==> src/rtl/divider_seq_param_pkg.sv <==
// Shared definitions for the parametrised sequential divider:
// FSM state encoding and the iteration-counter width helper.
package divider_seq_param_pkg;

    typedef enum logic [1:0] {
        ST_IDLE = 2'd0,
        ST_RUN  = 2'd1,
        ST_DONE = 2'd2
    } state_e;

    // Counter must be able to hold the value DW itself, hence DW+1.
    function automatic int cntWidth(input int dw);
        return $clog2(dw + 1);
    endfunction

endpackage

==> src/rtl/divider_seq_param_step.sv <==
// One restoring-division iteration: shift the next dividend bit into the
// partial remainder, compare against the divisor and subtract if it fits.
module divider_seq_param_step
    import divider_seq_param_pkg::*;
#(
    parameter int VW = 16
) (
    input  logic [VW-1:0] rem_i,
    input  logic          qMsb_i,
    input  logic [VW-1:0] div_i,
    output logic [VW-1:0] remNext_o,
    output logic          qBit_o
);

    logic [VW:0] trial;
    logic [VW:0] diff;

    // The trial value is one bit wider than the divisor so the compare and
    // subtract never overflow; after a successful subtract the result is
    // below the divisor and fits back into VW bits.
    always_comb begin
        trial     = {rem_i, qMsb_i};
        diff      = trial - {1'b0, div_i};
        qBit_o    = 1'b0;
        remNext_o = trial[VW-1:0];
        if (trial >= {1'b0, div_i}) begin
            qBit_o    = 1'b1;
            remNext_o = diff[VW-1:0];
        end
    end

endmodule

==> src/rtl/divider_seq_param.sv <==
// Parametrised multi-cycle unsigned divider with start/ready handshake,
// single-cycle done pulse and divide-by-zero flag.
module divider_seq_param
    import divider_seq_param_pkg::*;
#(
    parameter int DW = 32,
    parameter int VW = 16
) (
    input  logic          clk,
    input  logic          rst,
    input  logic          start,
    input  logic [DW-1:0] dividend,
    input  logic [VW-1:0] divisor,
    output logic [DW-1:0] quotient,
    output logic [VW-1:0] remainder,
    output logic          ready,
    output logic          done,
    output logic          div_by_zero
);

    localparam int CW = cntWidth(DW);

    state_e        state_q,     state_d;
    logic [DW-1:0] shift_q,     shift_d;
    logic [VW-1:0] divReg_q,    divReg_d;
    logic [VW-1:0] partRem_q,   partRem_d;
    logic [CW-1:0] count_q,     count_d;
    logic [DW-1:0] quotient_q,  quotient_d;
    logic [VW-1:0] remainder_q, remainder_d;
    logic          divByZero_q, divByZero_d;

    logic [VW-1:0] remNext;
    logic          qBit;

    divider_seq_param_step #(.VW(VW)) uStep (
        .rem_i     (partRem_q),
        .qMsb_i    (shift_q[DW-1]),
        .div_i     (divReg_q),
        .remNext_o (remNext),
        .qBit_o    (qBit)
    );

    // State and datapath registers; active-low reset aborts any operation.
    always_ff @(posedge clk) begin
        if (!rst) begin
            state_q     <= ST_IDLE;
            shift_q     <= '0;
            divReg_q    <= '0;
            partRem_q   <= '0;
            count_q     <= '0;
            quotient_q  <= '0;
            remainder_q <= '0;
            divByZero_q <= 1'b0;
        end else begin
            state_q     <= state_d;
            shift_q     <= shift_d;
            divReg_q    <= divReg_d;
            partRem_q   <= partRem_d;
            count_q     <= count_d;
            quotient_q  <= quotient_d;
            remainder_q <= remainder_d;
            divByZero_q <= divByZero_d;
        end
    end

    // Next-state logic. A zero divisor takes a single pass through RUN so
    // that done lands two edges after start; its results bypass the
    // iteration and come straight from the captured operands.
    always_comb begin
        state_d     = state_q;
        shift_d     = shift_q;
        divReg_d    = divReg_q;
        partRem_d   = partRem_q;
        count_d     = count_q;
        quotient_d  = quotient_q;
        remainder_d = remainder_q;
        divByZero_d = divByZero_q;

        case (state_q)
            ST_IDLE, ST_DONE: begin
                if (start) begin
                    shift_d   = dividend;
                    divReg_d  = divisor;
                    partRem_d = '0;
                    count_d   = (divisor == '0) ? CW'(1) : CW'(DW);
                    state_d   = ST_RUN;
                end else begin
                    state_d   = ST_IDLE;
                end
            end
            ST_RUN: begin
                shift_d   = {shift_q[DW-2:0], qBit};
                partRem_d = remNext;
                count_d   = count_q - CW'(1);
                if (count_q == CW'(1)) begin
                    state_d = ST_DONE;
                    if (divReg_q == '0) begin
                        quotient_d  = '1;
                        remainder_d = shift_q[VW-1:0];
                        divByZero_d = 1'b1;
                    end else begin
                        quotient_d  = {shift_q[DW-2:0], qBit};
                        remainder_d = remNext;
                        divByZero_d = 1'b0;
                    end
                end
            end
            default: begin
                state_d = ST_IDLE;
            end
        endcase
    end

    assign quotient    = quotient_q;
    assign remainder   = remainder_q;
    assign div_by_zero = divByZero_q;
    assign ready       = (state_q != ST_RUN);
    assign done        = (state_q == ST_DONE);

endmodule

==> config.mk <==
export PLATFORM = sky130hd
export DESIGN_NAME = divider_seq_param
export DESIGN_NICKNAME = d
export VERILOG_FILES = /design/src/rtl/divider_seq_param_pkg.sv /design/src/rtl/divider_seq_param_step.sv /design/src/rtl/divider_seq_param.sv
export SDC_FILE = /design/constraint.sdc
export NUM_CORES = 1
export LEC_CHECK = 0
export BUFFER_PORTS_ARGS = -buffer_cell sky130_fd_sc_hd__buf_2
export CAP_MARGIN = 20
export CELL_PAD_IN_SITES_DETAIL_PLACEMENT = 0
export CELL_PAD_IN_SITES_GLOBAL_PLACEMENT = 2
export CORE_MARGIN = 2
export CORE_UTILIZATION = 35
export DETAILED_ROUTE_END_ITERATION = 12
export PLACE_DENSITY_LB_ADDON = 0.1
export SLEW_MARGIN = 10
export SYNTH_ARGS = -nofsm -noshare
export SYNTH_HDL_FRONTEND = slang
export SYNTH_SLANG_ARGS = --single-unit
==> constraint.sdc <==
create_clock -name clk -period 7.1 [get_ports clk]
set_input_delay 0.355 -clock clk [delete_from_list [all_inputs] [get_ports clk]]
set_output_delay 0.355 -clock clk [all_outputs]
set_load 0.1 [all_outputs]
Yosys cells after proc, flatten, opt, wreduce, memory -nomap -nowiden
Cells that the tools add are included.

operators by class
  multipliers = 0
  reduce and logical (&&, ||, !) cells = 8
  add/subtract/negate cells = 2
  shift operators = 0
  muxes and demuxes = 15
  eq/ne operators = 6
  magnitude comparators = 1
  bitwise operators = 0
  divide/modulo/power cells = 0

operator list
  cell                                              number
  two-way mux 32 bit                                2
  one-hot mux 32 bit (2 select lines)               1
  two-way mux 16 bit                                3
  logical NOT 16 bit                                2
  one-hot mux 16 bit (2 select lines)               1
  >= comparator 17 x 16 -> 1 bit                    1
  subtractor 16 bit                                 1
  two-way mux 6 bit                                 2
  one-hot mux 6 bit (2 select lines)                1
  == test 6 x 1 -> 1 bit, second input constant     1
  AND reduction 2 bit                               3
  subtractor 6 x 1 -> 6 bit, second input constant  1
  != test 2 bit, second input constant              2
  one-hot mux 2 bit (2 select lines)                1
  two-way mux 1 bit                                 3
  == test 2 x 1 -> 1 bit, second input constant     1
  == test 2 bit, second input constant              1
  logical NOT 2 bit                                 1
  two-way mux 2 bit                                 1
  != test 2 x 1 -> 1 bit, second input constant     1
  nonzero test 2 bit                                1
  OR reduction 2 bit                                1

storage, ports and cells
  bits in latches = 0
  memories kept = 0
  ROM bits = 0
  input bits = 51
  memory bits (writable) = 0
  register bits = 121
  output and inout port bits = 51

Longest topological paths before layout
Gate-level depths: netlist of run 1.

  depth in word-level cells = 4
  depth in mapped cells = 13
  mapped depth without buffers = 11

Hierarchy
A second synthesis of run 1 with hierarchy kept.

second synthesis, totals
  cell total of the unflattened synthesis = 648
  area total of the unflattened synthesis = 5869.4 µm²

by module, submodules not included
  module                  cells each  instances  area each (µm²)  sequential area each (µm²)
  divider_seq_param       492         1          4704.5           2422.3
  divider_seq_param_step  156         1          1164.9           0.0

Worst setup path before layout of run 1
No wires, ideal clock.

  kind = reg2reg
  start point = register divReg_q[2]
  end point = register remainder_q[10], in the netlist remainder[10]
  cell stages (with the launch flop) = 12
  arrival time = 2648 ps
  setup slack = 4369 ps
  buffers on the path = 2
  library setup time = 83 ps
  path through = dfxtp_1 > inv_1 > ha_1 > o211ai_1 > a21o_1 > a211o_1 > a2111o_1 > buf_2 > and2_4 > buf_6 > or4_1 > o221ai_1

on the way
  longest elaborated chain between the ends = 3
  elaborated cells between the ends (all ways) = 5
  classes of those cells = add/sub (1); order compare (1); mux (2); reduce/logical (1)

RTL lines
  element                                                              RTL line                                                    text
  from (decl)                                                          divider_seq_param.sv:25                                     logic [VW-1:0] divReg_q, divReg_d;
  from (signal assigned)                                               divider_seq_param.sv:57                                     divReg_q <= divReg_d;
  subtractor 16 bit or >= comparator 17 x 16 -> 1 bit (tied branches)  divider_seq_param_step.sv:23, divider_seq_param_step.sv:26
  two-way mux 16 bit                                                   divider_seq_param_step.sv:26                                if (trial >= {1'b0, div_i}) begin
  two-way mux 16 bit *                                                 divider_seq_param.sv:97                                     if (divReg_q == '0) begin
  to (signal assigned)                                                 divider_seq_param.sv:61                                     remainder_q <= remainder_d;
  to (decl)                                                            divider_seq_param.sv:29                                     logic [VW-1:0] remainder_q, remainder_d;

Mark *: on every way between the ends. The rest lies on a longest branch, timed or not.
A chain may end at the register's enable or synchronous reset.

Worst setup path after layout of run 1
  start point = register divReg_q[3]
  end point = register partRem_q[13]

on the way
  longest elaborated chain between the ends = 3
  elaborated cells between the ends (all ways) = 4
  classes of those cells = add/sub (1); order compare (1); mux (2)

RTL lines
  element                                                              RTL line                                                    text
  subtractor 16 bit or >= comparator 17 x 16 -> 1 bit (tied branches)  divider_seq_param_step.sv:23, divider_seq_param_step.sv:26
  two-way mux 16 bit *                                                 divider_seq_param_step.sv:26
  one-hot mux 16 bit (2 select lines) *                                divider_seq_param.sv:79                                     case (state_q)
  to (signal assigned)                                                 divider_seq_param.sv:58                                     partRem_q <= partRem_d;
  to (decl)                                                            divider_seq_param.sv:26                                     logic [VW-1:0] partRem_q, partRem_d;

Marks and branches as above.

==> results of run 1 <==
==> sequential cells by signal (all words and copies together) (netlist names) <==
name / cells
div_by_zero: 1
remainder: 16
count_q: 6
shift_q: 32
divReg_q: 16
state_q: 2
quotient: 32
partRem_q: 16
==> final timing paths <==
kind	startpoint	end
max reg2reg	divReg_q[3]	partRem_q[13]
max	divReg_q[3]	partRem_q[13]
min	divisor[14]	divReg_q[14]
min reg2reg	shift_q[29]	shift_q[29]
==> stage by stage <==
stage | utilization | cell area (um^2) | std cells | hold slack [ns] | setup slack [ns]
floorplan | - | 5600 | 678 | 0.439 | 4.37
detailed placement | 0.397 | 6260 | 953 | 0.466 | 3.63
finish | 0.437 | 6890 | 987 | 0.190 | 3.92
CTS | 0.436 | 6880 | 985 | 0.177 | 3.61
global route | 0.437 | 6890 | 987 | 0.177 | 3.73
global placement | 0.397 | 6260 | 953 | 0.458 | 3.77
==> logic make-up after synthesis <==
group                    count (synthesis)  share of synthesized area
AO/OA/AOI/OAI                          230                      0.274
AND/OR/NAND/NOR                        216                      0.170
buffers and inverters                   76                     0.0529
adder cells (fa/ha/maj)                 19                     0.0438
multiplexers                             7                     0.0125
XOR/XNOR                                 9                     0.0141
flip-flops                             121                      0.433
==> power by group through the flow <==
stage / registers [mW] / clock network, mW / logic (mW)
4_1_cts: 0.828 / 0.908 / 1.44
3_5_place_dp: 0.842 / 0 / 1.43
5_1_grt: 0.837 / 0.947 / 1.56
2_1_floorplan: 0.904 / 0 / 1.05
3_3_place_gp: 0.842 / 0 / 1.42
6_report: 0.829 / 0.892 / 1.44
==> per-layer routing <==
layer / track usage / vias to the layer above / routed length [um]
met5: 0 / - / 0
met4: 0.0676 / 0 / 354
met3: 0.0497 / 23 / 827
met2: 0.313 / 150 / 7920
met1: 0.289 / 2577 / 8440
li1: - / 2638 / -
==> worst max-delay path, cell delays in order, from the launching register on <==
cell and delay [ns]:
dfxtp_1 0.36, inv_1 0.07, ha_1 0.37, o211ai_1 0.11
a21o_1 0.20, a211o_1 0.30, a2111o_1 0.57, nand2_2 0.51
o311ai_0 0.36, o211ai_1 0.24
==> cell usage after synthesis (8+ instances only) <==
cell type  number  area (um^2)
inv_1          27          101
nand2_1       100          375
ha_1           18          225
nor4_1          8         50.1
nor2_1         45          169
o22ai_1        27          169
a21oi_1        72          360
o21ai_0        22          110
a22oi_1        41          308
nand3_1        28          140
a22o_1          8         70.1
dfxtp_1       121         2420
o221a_2         8         90.1
clkbuf_1       42          158
==> area by class of cell <==
cell class	instances	area, um^2	area share
multi-input combinational	481	2910	0.422
clock buffer	21	470	0.0682
inverter	27	101	0.0147
clock inverter	11	144	0.0209
sequential	121	2420	0.351
timing repair buffer	110	577	0.0837
tap	216	270	0.0392
==> impl_metrics.json, run 1 <==
{
  "clk-insertion-delay-late_ns": 0.41,
  "drive_above_1_share": 0.206,
  "ys.flop_type": "dfxtp_1",
  "clock_skew_ns": 0.00810,
  "worst_ir_drop_vdd_mv": 0.423,
  "diodes": 0,
  "htreeDepth": 4,
  "fin_nets": 828,
  "syn_area_um2": 5600,
  "die_w_um": 130,
  "internal_power_mw": 1.80,
  "via_per_inst": 5.46,
  "cp.required_ns": 7.42,
  "dieArea_um2": 17000,
  "clockBufferDepth": 2,
  "final.period_utilization": 0.447,
  "async_reset_ff_frac": 0,
  "yosysWarningCount": 0,
  "placement.io_buffers": 101,
  "synth_seq_cells": 121,
  "worst_pin_slew_ns": 0.756,
  "hpwl_mm": 12.4,
  "grt_remaining_overflow": 0,
  "finalWirelength_mm": 17.5,
  "power_leakage_nw": 2.80,
  "antenna_found_initial": 0,
  "gp_congestion": 0.848,
  "dr.first_iter.drc_count": 332,
  "numCtsBuffers": 17,
  "finalSetupTns_ns": 0,
  "fp.dieH_um": 130,
  "cts_root_buf": "clkbuf_16",
  "cts.repair.resized": 0,
  "criticalPathCategory": "reg -> reg",
  "syn-num-nets": 748,
  "post_cts_buffers": 0,
  "post_synth.cell_area_avg_um2": 8.26,
  "max_slew_margin": 0.496,
  "ios": 102,
  "path_clk_slew_ns": 0.06,
  "cp_data_arrival_time_ns": 3.50,
  "p_per_area_nw_per_um2": 459,
  "grt_pass1_vias": 5003,
  "grt_pass1_wl_mm": 27.1,
  "synth_edf_count": 0,
  "first_pass_iters": 5,
  "grt_use_total": 0.206,
  "vias": 5388,
  "layout_commonest_cell": "dfxtp_1",
  "hold_depth": 3,
  "slew_viol_final": 0,
  "avgRoutedWirePerCell_um": 17.8,
  "start_util": 0.355,
  "setup_viol_count_final": 0,
  "fillers": 1646,
  "drc": 0,
  "grt_max_degree": 54,
  "cp-start-kind": "flip-flop",
  "synth_cell_types": 49,
  "clkPwrFrac": 0.282,
  "synth.yosys.seq_area_share": 0.433,
  "power_mw": 3.16,
  "status": "complete, no violations",
  "coreArea_um2": 15800,
  "hold_violations": 0,
  "ff2ff_path_depth": 9,
  "hp-class": "in -> reg",
  "worst_setup_path_end_kind": "flip-flop",
  "clkSinkCount": 121,
  "period_minus_slack_ns": 3.18,
  "rows": 46,
  "seq_power_share": 0.262,
  "p_sw_mw": 1.36,
  "rrSetupSlack_ns": 3.92,
  "postCtsHoldBufs": 0,
  "layout_common_cells": "dfxtp_1 (121), buf_2 (101), nand2_1 (100), a21oi_1 (72), nor2_1 (44)",
  "cts_tree": "yes",
  "rsz0062_at_grt": "no",
  "area_delta_synth_final_pct": 23.1,
  "worstPathMaxFanout": 24,
  "combPwrFrac": 0.456,
  "switching_share": 0.431,
  "synthCells": 678,
  "ant_nets": 0,
  "cap_violations": 0,
  "max_freq_mhz": 315
}
No activity file was read; power rests on OpenSTA's default activity.
==> inputs of run 2 (changes only) <==
- ABC_AREA: default -> 1
- CORE_UTILIZATION: 35 -> 28
- clock period: 7.1 -> 2.8 ns (I/O delays scaled with it)
==> impl_metrics.json, run 2 <==
{
  "status": "complete, no violations",
  "post_synth.cell_area_avg_um2": 6.85,
  "clkSinkCount": 121,
  "layout_commonest_cell": "nand2_1",
  "hold_violations": 0,
  "power_leakage_nw": 3.48,
  "placement.io_buffers": 101,
  "rows": 53,
  "synth.yosys.seq_area_share": 0.400,
  "period_minus_slack_ns": 2.32,
  "syn-num-nets": 953,
  "max_freq_mhz": 431,
  "grt_use_total": 0.182,
  "die_w_um": 151,
  "clock_skew_ns": 0.0138,
  "grt_pass1_wl_mm": 31.8,
  "numCtsBuffers": 17,
  "slew_viol_final": 0,
  "final.period_utilization": 0.828,
  "crit_top_cell": "nand2_1",
  "cp-start-kind": "flip-flop",
  "cts_root_buf": "clkbuf_16",
  "synth_top_area_frac": 0.400,
  "ios": 102,
  "via_per_inst": 4.58,
  "fp.dieH_um": 151,
  "hpwl_mm": 14.5,
  "cts_tree": "yes",
  "cp_data_arrival_time_ns": 2.60,
  "yosysTopAreaCell": "dfxtp_1",
  "cap_violations": 0,
  "drc": 0,
  "path_clk_slew_ns": 0.06,
  "avgRoutedWirePerCell_um": 15.4,
  "synth_cell_types": 40,
  "rsz0062_at_grt": "no",
  "async_reset_ff_frac": 0,
  "synthTopCellsByCount": "nand2_1 (227), dfxtp_1 (121), inv_1 (106), nor2_1 (101), a21oi_1 (91)",
  "worst_ir_drop_vdd_mv": 0.375,
  "gp_congestion": 0.836,
  "start_util": 0.287,
  "yosysWarningCount": 0,
  "worst_setup_path_end_kind": "flip-flop",
  "stdcell_area_um2": 7700,
  "hp-class": "in -> reg",
  "ant_nets": 0,
  "crit_path_cell_trace": "inv_1, ha_1, nand2_1, inv_1, nand2_1, nand2_1, nand2_1, nand2_1, nor2_1, nand2_2, buf_4, or2_2, nand3_1, a21oi_1",
  "ys.flop_type": "dfxtp_1",
  "cp.required_ns": 3.09,
  "cts.repair.resized": 0,
  "antenna_found_initial": 0,
  "grt_pass1_vias": 5886,
  "dieArea_um2": 22800,
  "p_per_area_nw_per_um2": 763,
  "finalWirelength_mm": 19.9,
  "dpl_cell_area_um2": 6830,
  "coreArea_um2": 21100,
  "grt_max_degree": 53,
  "slowest_stage": "ha_1",
  "syn_area_um2": 6050,
  "max_slew_margin": 0.462,
  "cpPeakStageDelay_ns": 0.38,
  "synthTopCellsByArea": "dfxtp_1 (40%), nand2_1 (14%), a21oi_1 (7.5%)",
  "clk-insertion-delay-late_ns": 0.42,
  "dr.first_iter.drc_count": 294,
  "first_pass_iters": 4,
  "worstPathMaxFanout": 13,
  "layout_common_cells": "nand2_1 (227), dfxtp_1 (121), inv_1 (106), nor2_1 (101), buf_2 (101)",
  "area_delta_synth_final_pct": 27.2,
  "setup_viol_count_final": 0,
  "finalSetupTns_ns": 0,
  "clockBufferDepth": 2,
  "yosysMostFrequentCell": "nand2_1",
  "drive_above_1_share": 0.169,
  "synth_seq_cells": 121,
  "synthCells": 883,
  "vias": 5902,
  "grt_remaining_overflow": 0,
  "worst_pin_slew_ns": 0.807,
  "diodes": 0,
  "criticalPathCategory": "reg -> reg",
  "htreeDepth": 4,
  "synth_edf_count": 0,
  "fin_nets": 1071
}
## run 2: cell types whose count changed after synthesis, sizes merged, moves of 10 or more
cell,delta
nand3,+10
a221oi,+15
clkbuf,-17
a21oi,+19
a31oi,+13
a21boi,+10
a22oi,-39
buf,+12
nor2,+60
o22ai,-26
o21ai,+11
nand2,+133
inv,+87
## run 2: worst paths after layout
check | start | end | slack (ns) | cells past startpoint
setup / recovery | divReg_q[12] | remainder[1] | 0.48 | 14
hold / removal | dividend[30] | shift_q[30] | 0.02 | 3
setup reg to reg | divReg_q[12] | remainder[1] | 0.48 | 14
hold reg to reg | quotient[24] | quotient[24] | 0.46 | 2
## run 2: cell type report
| class | count | area, um^2 |
|---|---|---|
| clock inverters | 14 | 138 |
| inverters | 114 | 428 |
| well taps | 275 | 344 |
| repair buffers | 143 | 926 |
| clock buffers | 18 | 439 |
| flip-flops and latches | 121 | 2420 |
| fillers | 2349 | 13400 |
| multi-input cells | 604 | 3000 |
## run 2: logic make-up (layout without fill, tap and decap cells)
group | Yosys count | count (layout) | share of synthesized area
and+or+nand+nor | 398 | 398 | 0.273
AOI/OAI and AO/OA | 179 | 179 | 0.171
buffers and inverters | 158 | 289 | 0.104
DFF | 121 | 121 | 0.400
adders and majority gates | 19 | 19 | 0.0405
xor gates and xnor gates | 8 | 8 | 0.0116
## run 2: what timing repair did
| item | CTS | global route |
|---|---|---|
| buffers inserted | 0 | 0 |
| endpoints found under the hold margin | 27 | 0 |
| hold buffers | 27 | 0 |
## run 2: critical path: cells and delay by family, from the launching register on
| family | cells | cell delay (ns) |
|---|---|---|
| compound gates | 1 | 0.07 |
| flops | 1 | 0.30 |
| buf+inv | 3 | 0.37 |
| fa+ha+maj | 1 | 0.38 |
| simple gates | 9 | 1.07 |
## run 2: per-layer routing
metal  part of all wire  routed length [um]  up-vias  GRT usage
met5                  0                   0        -          0
met1               0.50                9920     2698      0.246
li1                   -                   -     3086          -
met2               0.45                9000      105      0.295
met3              0.039                 771       13     0.0398
met4              0.011                 215        0     0.0444
## run 2: power by group
part           switching (mW)  total [mW]  internal [mW]
Clock                   0.894        2.16           1.26
Sequential             0.0849        1.93           1.84
Combinational            1.23        1.79          0.559
## run 2: through the flow
stage / utilization / setup slack [ns] / std cells / hold WS [ns] / total power, mW
final: 0.365 / 0.481 / 1289 / 0.0207 / 5.87
after global routing: 0.365 / 0.165 / 1289 / 0.0212 / 6.29
after CTS: 0.364 / 0.387 / 1288 / 0.00260 / 5.96
after detailed placement: 0.324 / 0.407 / 1229 / 0.389 / 3.73
after global placement: 0.324 / 0.385 / 1229 / 0.390 / 3.76
after floorplan: - / 0.974 / 883 / 0.278 / 3.29
==> inputs of run 3 (changes only) <==
- ABC_AREA: 1 -> 0
- CORE_UTILIZATION: 28 -> 29
- clock period: 2.8 -> 2.1 ns (I/O delays scaled with it)
==> impl_metrics.json, run 3 (synthesized netlist as in run 1, its figures left out) <==
{
  "hpwl_mm": 14.3,
  "htreeDepth": 4,
  "via_per_inst": 5.05,
  "fp.dieH_um": 143,
  "grt_pass1_wl_mm": 31.7,
  "cp-start-kind": "flip-flop",
  "gp_congestion": 0.849,
  "critPathTopFamily": "compound AO/OA/AOI/OAI gates",
  "ff2ff_path_depth": 11,
  "slew_viol_final": 0,
  "cp.depth": 11,
  "first_pass_iters": 5,
  "crit_path_cell_trace": "inv_2, ha_4, o211ai_1, a21o_1, a211o_1, a2111o_1, buf_6, nand2_8, buf_6, mux2i_1, o21ai_1",
  "worstPathMaxFanout": 5,
  "finalSetupTns_ns": -10.11,
  "drc": 0,
  "finalWirelength_mm": 20.1,
  "vias": 6025,
  "crit_top_cell": "buf_6",
  "period_minus_slack_ns": 2.46,
  "antenna_found_initial": 0,
  "final_util": 0.468,
  "max_slew_margin": 0.599,
  "worst_ir_drop_vdd_mv": 0.886,
  "setup_slack_ns": -0.364,
  "slowest_stage": "a2111o_1",
  "layout_common_cells": "dfxtp_1 (114), buf_4 (105), buf_2 (101), nand2_1 (99), a21oi_1 (69)",
  "dp.cells": 1098,
  "final.period_utilization": 1.17,
  "status": "finished, violations left",
  "grt_pass1_vias": 5954,
  "final_cells": 1192,
  "cp.required_ns": 2.38,
  "start_util": 0.297,
  "ios": 102,
  "criticalPathCategory": "reg -> reg",
  "dpl_cell_area_um2": 7210,
  "grt_remaining_overflow": 0,
  "fin_nets": 989,
  "setup_viol_count_final": 34,
  "clkSinkCount": 121,
  "crit_end": "partRem_q[7]",
  "grt_max_degree": 53,
  "cp_data_arrival_time_ns": 2.74,
  "rsz0062_at_grt": "yes",
  "p_per_area_nw_per_um2": 1670,
  "rows": 50,
  "coreArea_um2": 18800,
  "hold_violations": 0,
  "cap_violations": 0,
  "ant_nets": 0,
  "numCtsBuffers": 17,
  "area_delta_synth_final_pct": 57.4,
  "max_freq_mhz": 406,
  "grt_use_total": 0.200,
  "critPathLaunch": "divReg_q[3]",
  "drive_above_1_share": 0.362,
  "rrSetupSlack_ns": -0.36,
  "hp-class": "in -> reg",
  "die_w_um": 143,
  "cts_root_buf": "clkbuf_16",
  "worst_setup_path_end_kind": "flip-flop",
  "hold_slack_ns": 0.0443,
  "clockBufferDepth": 2,
  "power_leakage_nw": 3.71,
  "layout_commonest_cell": "dfxtp_1",
  "fillers": 1842,
  "seq_area_um2": 2430,
  "cts_tree": "yes",
  "r2r_start": "divReg_q[3]",
  "power_mw": 14.7,
  "clk-insertion-delay-late_ns": 0.42,
  "avgRoutedWirePerCell_um": 16.9,
  "clock_skew_ns": 0.0127,
  "path_clk_slew_ns": 0.06,
  "worst_pin_slew_ns": 0.602,
  "stdcell_area_um2": 8820,
  "dp_slack_ns": -0.396,
  "multi_input_area_um2": 3310,
  "crit_buf_inv": 3,
  "dr.first_iter.drc_count": 406,
  "dieArea_um2": 20400,
  "placement.io_buffers": 101,
  "cpPeakStageDelay_ns": 0.42,
  "r2r-end": "partRem_q[7]",
  "min_from": "dividend[31]",
  "violations": "setup timing",
  "diodes": 0
}
-- run 3: cell type report --
class	instances	area share
Clock buffer	20	0.0495
Clock inverter	12	0.0199
Inverter	27	0.0119
Multi-Input combinational cell	481	0.375
Sequential cell	121	0.276
Tap cell	260	0.0369
Timing Repair Buffer	271	0.231
-- run 3: metal layers --
layer / track usage / vias to the layer above / part of all wire
met5: 0 / - / 0
met4: 0.0683 / 0 / 0.014
met1: 0.274 / 2893 / 0.48
met3: 0.0355 / 18 / 0.042
met2: 0.319 / 145 / 0.47
li1: - / 2969 / -
-- run 3: worst min path at each step --
stage | to | slack [ns] | cells after the start
after floorplan | divReg_q[1] | 0.23 | 2
after global placement | divReg_q[5] | 0.36 | 3
after detailed placement | divReg_q[5] | 0.36 | 3
after CTS | shift_q[31] | 0.04 | 3
after global routing | shift_q[31] | 0.06 | 3
final | shift_q[31] | 0.04 | 3
-- run 3: repair_timing --
action	4_1_cts	5_1_grt
resized for setup	62	21
hold buffers	48	0
hold endpoints to repair	48	0
endpoints found under the setup margin	34	59
buffers inserted	7	5
pin swaps	26	21
gates cloned	0	2
-- run 3: power breakdown --
group | internal (mW) | total, mW | switching [mW]
registers | 2.55 | 2.77 | 0.228
logic | 4.26 | 8.89 | 4.63
clock network | 1.98 | 3.05 | 1.07
-- run 3: tightest hold or removal path, stage by stage --
cell     delay (ns)
buf_2          0.08
a22oi_1        0.08
a21oi_1        0.15
